--- src/rtl/mux_ser_pkg.sv ---
// Shared widths, state type and lane mapping for the 4:1 mux serializer.
// Build macro SER_PARITY_EN adds a trailing even-parity beat to every word.
package mux_ser_pkg;

   localparam int DATA_W = 4;
   localparam int SEL_W  = 2;
   localparam int IDX_W  = 3;

`ifdef SER_PARITY_EN
   localparam logic [IDX_W-1:0] LAST_IDX = 3'd4;
`else
   localparam logic [IDX_W-1:0] LAST_IDX = 3'd3;
`endif

   typedef enum logic [1:0] {IDLE, SHIFT, GAP} ser_state_t;

   // The parity beat (idx 4) parks the select on the last data lane.
   function automatic logic [SEL_W-1:0] lane_sel(input logic [IDX_W-1:0] idx,
                                                 input logic             msb_first);
      logic [SEL_W-1:0] lane;
      lane = (idx > 3'd3) ? 2'd3 : idx[SEL_W-1:0];
      return msb_first ? 2'(2'd3 - lane) : lane;
   endfunction

endpackage

--- src/rtl/mux_4to1_if.sv ---
// Bare 4:1 bit-select mux; the serializer owns and drives its select.
module mux_4to1_if
   import mux_ser_pkg::*;
(
   input  logic [DATA_W-1:0] datain,
   input  logic [SEL_W-1:0]  select,
   output logic              outd
);

   assign outd = datain[select];

endmodule

--- src/rtl/mux_4to1_serializer.sv ---
// Valid/ready parallel-to-serial stage: one 4-bit word in, one bit per beat out with framing.
// Build macro SER_PARITY_EN appends an even-parity beat after the four data beats.
module mux_4to1_serializer
   import mux_ser_pkg::*;
#(
   parameter bit MSB_FIRST  = 1'b0,
   parameter int GAP_CYCLES = 0
) (
   input  logic              clk,
   input  logic              rst,
   input  logic [DATA_W-1:0] in_data,
   input  logic              in_valid,
   output logic              in_ready,
   output logic              out_bit,
   output logic              out_valid,
   input  logic              out_ready,
   output logic              out_first,
   output logic              out_last,
   output logic [SEL_W-1:0]  sel_o,
   output logic              busy
);

   localparam bit         HAS_GAP  = (GAP_CYCLES > 0);
   localparam logic [3:0] GAP_LAST = HAS_GAP ? 4'(GAP_CYCLES - 1) : 4'd0;

   ser_state_t        state_q;
   logic [DATA_W-1:0] hold_q;
   logic [IDX_W-1:0]  idx_q;
   logic [3:0]        gap_q;
   logic              mux_bit;
   logic              fire;
   logic              last_fire;
   logic              accept;

   assign sel_o = (state_q == SHIFT) ? lane_sel(idx_q, MSB_FIRST) : '0;

   mux_4to1_if u_mux (
      .datain (hold_q),
      .select (sel_o),
      .outd   (mux_bit)
   );

   always_comb begin
      out_valid = (state_q == SHIFT);
      busy      = (state_q != IDLE);
      out_first = out_valid && (idx_q == '0);
      out_last  = out_valid && (idx_q == LAST_IDX);
      fire      = out_valid && out_ready;
      last_fire = fire && (idx_q == LAST_IDX);
      // Reload on the last beat is combinational from out_ready so back-to-back words lose no cycle.
      in_ready  = (state_q == IDLE) || (last_fire && !HAS_GAP);
      accept    = in_valid && in_ready;
   end

   always_comb begin
      // NOTE: assign a default before any conditional override so no latch is inferred.
      out_bit = mux_bit;
`ifdef SER_PARITY_EN
      if (idx_q == LAST_IDX) out_bit = ^hold_q;
`endif
   end

   always_ff @(posedge clk) begin
      // NOTE: sequential state is updated with non-blocking assignments only.
      if (rst) begin
         state_q <= IDLE;
         hold_q  <= '0;
         idx_q   <= '0;
         gap_q   <= '0;
      end else begin
         case (state_q)
            IDLE: begin
               if (accept) begin
                  hold_q  <= in_data;
                  idx_q   <= '0;
                  state_q <= SHIFT;
               end
            end
            SHIFT: begin
               if (last_fire) begin
                  idx_q <= '0;
                  if (HAS_GAP) begin
                     state_q <= GAP;
                     gap_q   <= '0;
                  end else if (accept) begin
                     hold_q <= in_data;
                  end else begin
                     state_q <= IDLE;
                  end
               end else if (fire) begin
                  idx_q <= idx_q + 1'b1;
               end
            end
            GAP: begin
               if (gap_q == GAP_LAST) state_q <= IDLE;
               else                   gap_q   <= gap_q + 1'b1;
            end
            default: state_q <= IDLE;
         endcase
      end
   end

endmodule

--- config.mk ---
export PLATFORM = sky130hd
export DESIGN_NAME = mux_4to1_serializer
export DESIGN_NICKNAME = d
export VERILOG_FILES = /design/src/rtl/mux_ser_pkg.sv /design/src/rtl/mux_4to1_if.sv /design/src/rtl/mux_4to1_serializer.sv
export SDC_FILE = /design/constraint.sdc
export NUM_CORES = 1
export LEC_CHECK = 0
export ABC_AREA = 1
export CORE_AREA = 2 2 39 41
export CTS_BUF_LIST = sky130_fd_sc_hd__clkbuf_16
export CTS_CLUSTER_DIAMETER = 30
export CTS_CLUSTER_SIZE = 20
export DETAILED_ROUTE_END_ITERATION = 10
export DIE_AREA = 0 0 41 43
export PLACE_DENSITY = 0.76
export RECOVER_POWER = 25
export SYNTH_ARGS = -nofsm -noshare
export SYNTH_HDL_FRONTEND = slang
export SYNTH_SLANG_ARGS = --single-unit
--- constraint.sdc ---
create_clock -name clk -period 1.37 [get_ports clk]
set_input_delay 0.3425 -clock clk [delete_from_list [all_inputs] [get_ports clk]]
set_output_delay 0.3425 -clock clk [all_outputs]
set_load 0.05 [all_outputs]
==> impl_metrics.csv, run 1 <==
group,metric,value,unit
pwr,power_frac_seq,27.2,%
route,drc,0,
logic_synthesis,ys_types,18,
logic_synthesis,synth_area,492,um2
clock_network,clockBufferDepth,2,
floorplanning,fp.coreArea,1380,um2
cells_and_area,nNetsFinal,105,
clock_network,cts_root_buf,"clkbuf_16",
route,vias,497,
global_routing,grt_pass1_vias,465,
route,drt-initial-drc-count,3,
critical_path,crit_type,"register to primary output",
placed_design,gp_congestion,0.721,
worst_hold_path,min_path_type,"register to register",
pwr,switchingPower,232,uW
pwr,internal-power,726,uW
pwr,p_leak,0.000427,uW
cells_and_area,final_layout_size_suffix_gt1_share,42.6,%
logic_synthesis,synth_top_cell_area_share,32.6,%
sta,worst_pin_slew,0.223,ns
placed_design,detailed_place_hpwl,766,um
logic_synthesis,synthTopCellsByCount,"13 x inv_1, 13 x nand2_1, 8 x dfxtp_1, 8 x nor2_1, 7 x a21oi_1",
logic_synthesis,ys.warnings.count,0,
floorplanning,dieHeight,43,um
logic_synthesis,synthFlopType,"dfxtp_1",
clock_network,numCtsBuffers,3,
clock_network,clock_latency,0.23,ns
floorplanning,start_util,35.5,%
pwr,p_per_area,1070,nW/um2
cells_and_area,area_growth,83.0,%
clock_network,cts_tree,"built",
logic_synthesis,syn_avg_cell_area,6.83,um2
route,via_per_inst,4.52,
logic_synthesis,synth_nets,82,
outcome,outcome,"complete, but fails checks",
critical_path,cp.arrival,1.20,ns
sta,layout_min_cycle_time,1.54,ns
cells_and_area,utilization,65.0,%
cells_and_area,antenna_cells,0,
logic_synthesis,synth_edf_count,0,
sta,rsz0062_at_grt,"true",
worst_hold_path,holdPathStages,2,
logic_synthesis,async_flop_share,0,%
critical_path,worst_setup_path_end_kind,"primary output",
sta,fin_worst_skew,0.00300,ns
clock_network,htreeDepth,1,
sta,maxSlewHeadroom,85.1,%
clock_network,cts.clk_slew.worst_paths,0.04,ns
critical_path,cp-start-kind,"register",
floorplanning,io_pins,16,
logic_synthesis,yosys.area.top_type,"dfxtp_1",
logic_synthesis,netlist_instances,72,
route,firstDrtPassIters,4,
sta,layout_setup_ws,-0.175,ns
logic_synthesis,ys_ff_latch,8,
pwr,worst_ir_drop_vdd,1280,uV
sta,maxSlewViolCount,0,
global_routing,grt_max_degree,9,
cells_and_area,fillers,113,
sta,fmax,647,MHz
sta,finalSetupViolations,4,
logic_synthesis,synth-seq-area-share,32.6,%
critical_path,r2r_cells,7,
clock_network,cts_hold_buf,0,
floorplanning,rows,14,
pwr,p_sw_share,24.2,%
global_routing,grt_remaining_overflow,0,
pwr,pwr-share-clk,51.3,%
sta,hold_ws,0.476,ns
floorplanning,die_x,41,um
route,postRouteAntennaNets,0,
critical_path,path_max_fanout,3,
floorplanning,fp.dieArea,1760,um2
global_routing,grt_pass1_wl,1740,um
flow_run,drv_cap,0,
critical_path,required,1.03,ns
logic_synthesis,synthTopCellsByArea,"dfxtp_1 33%, inv_1 9.9%, nand2_1 9.9%, a21oi_1 7.1%, nand3_1 6.1%",
route,routed_wl,921,um
global_routing,track_usage,14.9,%
sta,hold_viol,0,
placed_design,pre_cts_slack,-0.208,ns
global_routing,antenna_found_initial,0,
pwr,combPwrFrac,21.5,%
sta,fin_crit_sh,113,%
placed_design,port-buffer-count,15,
clock_network,cts_sinks,8,
route,wl_per_cell,8.37,um
outcome,failed_checks,"negative setup slack",
[placed cells by master (no fill, tap or decap), types with 3 or more instances in the layout]
cell,instances
inv_1,12
nand2_1,11
buf_12,8
a21oi_1,7
buf_4,6
nand3_1,5
nor2_1,5
nand2_4,4
dfxtp_1,4
clkdlybuf4s50_1,4
nor2_2,3
clkbuf_16,3
[power by group through the flow]
stage	clock, uW	sequential, uW	combinational, uW
after floorplan	0	265	119
after global placement	0	263	206
after CTS	508	261	206
final	491	261	206
after global routing	513	263	223
after detailed placement	0	263	208
[registers in the layout, summed over array words and instances (netlist names)]
register / flops
idx_q: 3
state_q: 1
hold_q: 4
[cell type report]
class	count	area, um2	share of cell area (%)
multi-input cells	46	295	32.8
well taps	16	20.0	2.23
flip-flops and latches	8	170	18.9
repair buffers	21	274	30.5
inverters	15	61.3	6.82
clock inverters	1	3.75	0.417
clock buffers	3	75.1	8.34
[stage by stage]
| step | power, uW | TNS [ns] | cell area, um2 | instances |
|---|---|---|---|---|
| global placement | 470 | -0.840 | 803 | 106 |
| floorplan | 384 | -0.115 | 542 | 72 |
| finish | 958 | -0.504 | 900 | 110 |
| detailed placement | 471 | -0.835 | 803 | 106 |
| CTS | 976 | -0.515 | 890 | 110 |
| global route | 999 | -0.732 | 900 | 110 |
[worst max-delay path, stage by stage, from the launching register on]
cell and delay (ns):
dfxtp_2 0.33, o21ai_2 0.23, nand2_2 0.10, o21ai_4 0.17
buf_12 0.15
[repair_timing]
item / CTS / global route
setup endpoints to repair: 5 / 5
gates resized for setup: 7 / 3
endpoints found under the hold margin: 0 / 0
buffers inserted: 0 / 0
pin swaps: 3 / 1
[per-layer routing]
metal  wire (um)  GRT usage [%]  part of all wire (%)  vias to the layer above
li1            -              -                     -                      268
met1         390           17.0                    42                      208
met2         428           20.9                    46                       19
met3          70           5.24                   7.6                        2
met4          32           12.7                   3.5                        0
met5           0              0                     0                        -
[final timing paths]
path              from        end  slack [ns]
min          hold_q[3]  hold_q[3]        0.48
max           idx_q[2]    out_bit       -0.17
max reg2reg   idx_q[1]  hold_q[3]        0.18
min reg2reg  hold_q[3]  hold_q[3]        0.48
[kinds of logic (layout without fill, tap and decap cells)]
group                    after synthesis  in the layout  synth area share, %
AND/OR/NAND/NOR                       34             34                 34.1
buffers and inverters                 18             40                 17.6
AO/OA/AOI/OAI                         10             10                 10.7
flip-flops                             8              8                 32.6
adder cells (fa/ha/maj)                2              2                 5.09
No activity file was read; power rests on OpenSTA's default activity.
==> run 2: changes to the inputs <==
==> constraint.sdc (replaced) <==
create_clock -name clk -period 1.7 [get_ports clk]
set_input_delay 0.425 -clock clk [delete_from_list [all_inputs] [get_ports clk]]
set_output_delay 0.425 -clock clk [all_outputs]
set_load 0.05 [all_outputs]
==> impl_metrics.csv, run 2 (synthesized netlist as in run 1, its figures left out) <==
group,metric,value,unit
cells_and_area,fillers,127,
placed_design,gp_congestion,0.700,
global_routing,grt_pass1_wl,1550,um
pwr,pwr-share-clk,51.4,%
global_routing,antenna_found_initial,0,
route,routed_wl,996,um
sta,layout_min_cycle_time,1.67,ns
route,drt-initial-drc-count,8,
sta,fmax,597,MHz
sta,worst_pin_slew,0.237,ns
sta,fin_worst_skew,0.000276,ns
critical_path,timing.critical_path.from,"idx_q[2]",
route,via_per_inst,4.36,
pwr,worst_ir_drop_vdd,997,uV
critical_path,path_max_fanout,4,
global_routing,grt_remaining_overflow,0,
pwr,switchingPower,178,uW
cells_and_area,area_growth,71.0,%
sta,finalSetupViolations,0,
sta,fin_crit_sh,98.5,%
clock_network,numCtsBuffers,3,
route,postRouteAntennaNets,0,
critical_path,crit_type,"register to primary output",
floorplanning,fp.coreArea,1380,um2
worst_hold_path,min_path_type,"register to register",
critical_path,worst_setup_path_end_kind,"primary output",
sta,maxSlewViolCount,0,
route,firstDrtPassIters,3,
route,vias,471,
clock_network,clock_latency,0.23,ns
global_routing,track_usage,13.5,%
critical_path,required,1.27,ns
global_routing,grt_pass1_vias,393,
floorplanning,io_pins,16,
pwr,power_frac_seq,27.6,%
route,wl_per_cell,9.22,um
cells_and_area,regMostFlops,"hold_q",
cells_and_area,stdcell_count,108,
outcome,outcome,"finished, final reports clean",
clock_network,cts_sinks,8,
sta,rsz0062_at_grt,"true",
cells_and_area,regArea,166,um2
floorplanning,rows,14,
cells_and_area,largestRegisters,"hold_q (4), idx_q (3), state_q (1)",
placed_design,numPlacedInstances,103,
clock_network,cts_root_buf,"clkbuf_16",
pwr,internal-power,578,uW
placed_design,detailed_place_hpwl,802,um
pwr,p_per_area,899,nW/um2
clock_network,clockBufferDepth,2,
sta,hold_viol,0,
floorplanning,die_x,41,um
route,drc,0,
flow_run,drv_cap,0,
cells_and_area,largest_reg_flops,4,
critical_path,cp-start-kind,"register",
placed_design,port-buffer-count,15,
sta,maxSlewHeadroom,84.1,%
critical_path,cp.arrival,1.25,ns
floorplanning,dieHeight,43,um
floorplanning,start_util,35.5,%
cells_and_area,final_common_cell,"nand2_1",
clock_network,cts.clk_slew.worst_paths,0.04,ns
global_routing,grt_max_degree,10,
cells_and_area,final_layout_size_suffix_gt1_share,35.9,%
cells_and_area,multiInputGateArea,256,um2
pwr,p_sw_share,23.5,%
floorplanning,fp.dieArea,1760,um2
pwr,combPwrFrac,21.1,%
worst_hold_path,hp-start,"hold_q[2]",
clock_network,cts_tree,"built",
clock_network,htreeDepth,1,
cells_and_area,antenna_cells,0,
cells_and_area,nNetsFinal,104,
placed_design,pre_cts_slack,-0.0285,ns
placed_design,postPlaceCellArea,744,um2
cells_and_area,final_area,841,um2
pwr,p_leak,0.000403,uW
cells_and_area,utilization,60.8,%
sta,layout_setup_ws,0.0256,ns
cells_and_area,layout_common_cells,"13 x nand2_1, 11 x inv_1, 8 x buf_12",
critical_path,reg2reg_from,"idx_q[1]",
run 2: changes by cell type in the layout (fill, tap and decap cells not counted), sizes merged:
cell,delta
buf,-1
clkdlybuf4s50,+2
dlygate4sd3,-2
inv,-1
run 2: through the flow:
stage                TNS, ns  hold WS [ns]  power [uW]
global route         -0.0208         0.502         785
finish                     0         0.481         756
detailed placement   -0.0285         0.471         373
CTS                 -0.00597         0.481         764
global placement     -0.0207         0.455         370
floorplan            -0.0935         0.443         301
run 2: metal layers:
metal / wire length, um / up-vias / share of wire (%) / track usage (%)
li1: - / 260 / - / -
met1: 451 / 195 / 45 / 16.9
met2: 476 / 12 / 48 / 18.1
met3: 40 / 4 / 4.0 / 3.14
met4: 28 / 0 / 2.8 / 12.0
met5: 0 / - / 0 / 0
run 2: cell type report:
class / count / share of cell area, %
clock buffers: 3 / 8.93
inverters: 15 / 6.70
multi-input cells: 46 / 30.5
flip-flops and latches: 8 / 19.8
well taps: 16 / 2.38
repair buffers: 20 / 31.7
run 2: power groups by stage:
| stage | Combinational (uW) | Sequential, uW | Clock, uW |
|---|---|---|---|
| floorplan | 87.6 | 214 | 0 |
| global placement | 158 | 212 | 0 |
| detailed placement | 160 | 213 | 0 |
| CTS | 159 | 210 | 395 |
| global route | 171 | 210 | 405 |
| finish | 159 | 208 | 388 |
run 2: worst paths after layout:
| check | to | slack, ns | cells after the start |
|---|---|---|---|
| setup / recovery | out_bit | 0.03 | 4 |
| hold / removal | hold_q[2] | 0.48 | 2 |
| setup reg to reg | hold_q[3] | 0.48 | 7 |
| hold reg to reg | hold_q[2] | 0.48 | 2 |
run 2: timing repair:
action / 4_1_cts / 5_1_grt
resized for setup: 3 / 4
setup buffers: 0 / 2
hold buffers: 0 / 0
endpoints found under the setup margin: 2 / 2
pin swaps: 0 / 1
hold endpoints to repair: 0 / 0
cloned: 0 / 0
run 2: critical path, cell delays in order (launching register included):
cell and delay, ns:
dfxtp_4 0.35, o21ai_1 0.23, nand2_1 0.10, o21ai_2 0.18, buf_12 0.15
==> run 3: changes to the inputs <==
--- a/config.mk
+++ b/config.mk
@@ -12,6 +12,7 @@
 export CTS_CLUSTER_SIZE = 20
 export DETAILED_ROUTE_END_ITERATION = 10
 export DIE_AREA = 0 0 41 43
+export MAX_ROUTING_LAYER = met4
 export PLACE_DENSITY = 0.76
 export RECOVER_POWER = 25
 export SYNTH_ARGS = -nofsm -noshare
==> impl_metrics.csv, run 3 (synthesized netlist as in run 1, its figures left out) <==
group,metric,value,unit
clock_network,htreeDepth,1,
placed_design,gp_congestion,0.708,
cells_and_area,stdcell_count,108,
critical_path,cpPeakStageDelay,0.35,ns
cells_and_area,nNetsFinal,104,
pwr,worst_ir_drop_vdd,997,uV
critical_path,cp.arrival,1.25,ns
sta,fmax,597,MHz
critical_path,required,1.27,ns
floorplanning,io_pins,16,
clock_network,clock_latency,0.23,ns
global_routing,grt_pass1_wl,1550,um
pwr,switchingPower,178,uW
pwr,p_leak,0.000403,uW
outcome,outcome,"finished, final reports clean",
sta,fin_crit_sh,98.5,%
critical_path,crit_chain,"o21ai_1 > nand2_1 > o21ai_2 > buf_12",
clock_network,cts_tree,"built",
critical_path,worst_path_max_delay_cell,"dfxtp_4",
clock_network,cts_root_buf,"clkbuf_16",
floorplanning,fp.dieArea,1760,um2
route,drt-initial-drc-count,9,
pwr,finalPower,756,uW
sta,worst_pin_slew,0.237,ns
pwr,pwr-share-clk,51.4,%
clock_network,clockBufferDepth,2,
sta,hold_viol,0,
cells_and_area,regMostFlops,"hold_q",
pwr,internal-power,578,uW
cells_and_area,largestRegisters,"hold_q (4), idx_q (3), state_q (1)",
cells_and_area,regArea,166,um2
route,firstDrtPassIters,3,
clock_network,cts_hold_buf,0,
flow_run,drv_cap,0,
floorplanning,fp.coreArea,1380,um2
floorplanning,die_x,41,um
route,wl_per_cell,9.28,um
global_routing,track_usage,13.8,%
critical_path,cp-start-kind,"register",
global_routing,grt_max_degree,10,
sta,maxSlewHeadroom,84.1,%
critical_path,path_max_fanout,4,
cells_and_area,multiInputGateArea,256,um2
floorplanning,dieHeight,43,um
cells_and_area,antenna_cells,0,
sta,totalNegativeSetupSlack,0,ns
sta,rsz0062_at_grt,"true",
pwr,p_per_area,899,nW/um2
critical_path,crit_type,"register to primary output",
pwr,power_frac_seq,27.6,%
cells_and_area,final_layout_size_suffix_gt1_share,35.9,%
critical_path,worst_setup_path_end_kind,"primary output",
floorplanning,rows,14,
clock_network,numCtsBuffers,3,
global_routing,grt_remaining_overflow,0,
clock_network,cts.clk_slew.worst_paths,0.04,ns
global_routing,grt_pass1_vias,394,
cells_and_area,largest_reg_flops,4,
route,vias,471,
route,postRouteAntennaNets,0,
route,drc,0,
pwr,combPwrFrac,21.1,%
clock_network,cts_sinks,8,
placed_design,port-buffer-count,15,
placed_design,detailed_place_hpwl,802,um
floorplanning,start_util,35.5,%
sta,fin_worst_skew,0.000252,ns
cells_and_area,final_common_cell,"nand2_1",
cells_and_area,layout_common_cells,"13 x nand2_1, 11 x inv_1, 8 x buf_12",
cells_and_area,fillers,127,
route,routed_wl,1000,um
sta,maxSlewViolCount,0,
worst_hold_path,min_path_type,"register to register",
pwr,p_sw_share,23.5,%
sta,layout_min_cycle_time,1.67,ns
sta,finalSetupViolations,0,
cells_and_area,area_growth,71.0,%
placed_design,numPlacedInstances,103,
global_routing,antenna_found_initial,0,
route,via_per_inst,4.36,
-- run 3: cell counts in the layout (fill, tap and decap cells not counted) --
Identical to the previous run, type by type.
-- run 3: worst paths after layout --
kind                                start   endpoint  slack, ns  cells past startpoint
worst min register to register  hold_q[2]  hold_q[2]       0.48                      2
worst max-delay path             idx_q[2]    out_bit       0.03                      4
worst max register to register   idx_q[1]  hold_q[3]       0.48                      7
worst min-delay path            hold_q[2]  hold_q[2]       0.48                      2
-- run 3: layout make-up --
| type | instances | area share (%) |
|---|---|---|
| tap | 16 | 2.38 |
| clock buffer | 3 | 8.93 |
| sequential | 8 | 19.8 |
| timing repair buffer | 20 | 31.7 |
| multi-input combinational | 46 | 30.5 |
| inverter | 15 | 6.70 |
-- run 3: routing by layer --
| metal | track usage (%) | part of all wire (%) | vias to the layer above |
|---|---|---|---|
| met5 | - | 0 | - |
| met4 | 12.0 | 3.1 | 0 |
| met3 | 3.14 | 4.0 | 4 |
| met2 | 18.1 | 48 | 12 |
| met1 | 16.9 | 45 | 195 |
| li1 | - | - | 260 |
-- run 3: power groups by stage --
stage	Combinational (uW)	Sequential [uW]	Clock (uW)
finish	159	208	388
global placement	158	212	0
CTS	159	210	395
floorplan	87.6	214	0
global route	171	210	405
detailed placement	160	213	0
-- run 3: what timing repair did --
action                                  in CTS  in global routing
endpoints found under the setup margin       2                  2
resized for setup                            3                  4
gates cloned                                 0                  0
hold endpoints to repair                     0                  0
buffers inserted                             0                  2
pin swaps                                    0                  1
-- run 3: worst max-delay path: cells and delay by family (launching register included) --
kind                   cells  cell delay [ns]
buffers and inverters      1             0.15
AO/OA/AOI/OAI              2             0.41
flip-flops                 1             0.35
AND/OR/NAND/NOR            1             0.10
-- run 3: metrics by stage --
stage	utilization, %	hold WS [ns]	setup slack (ns)	cell area [um2]
floorplan	-	0.443	-0.0935	502
global placement	53.8	0.455	-0.0207	744
detailed placement	53.8	0.471	-0.0285	744
CTS	59.2	0.481	-0.00597	820
global route	60.8	0.502	-0.0189	841
finish	60.8	0.481	0.0254	841
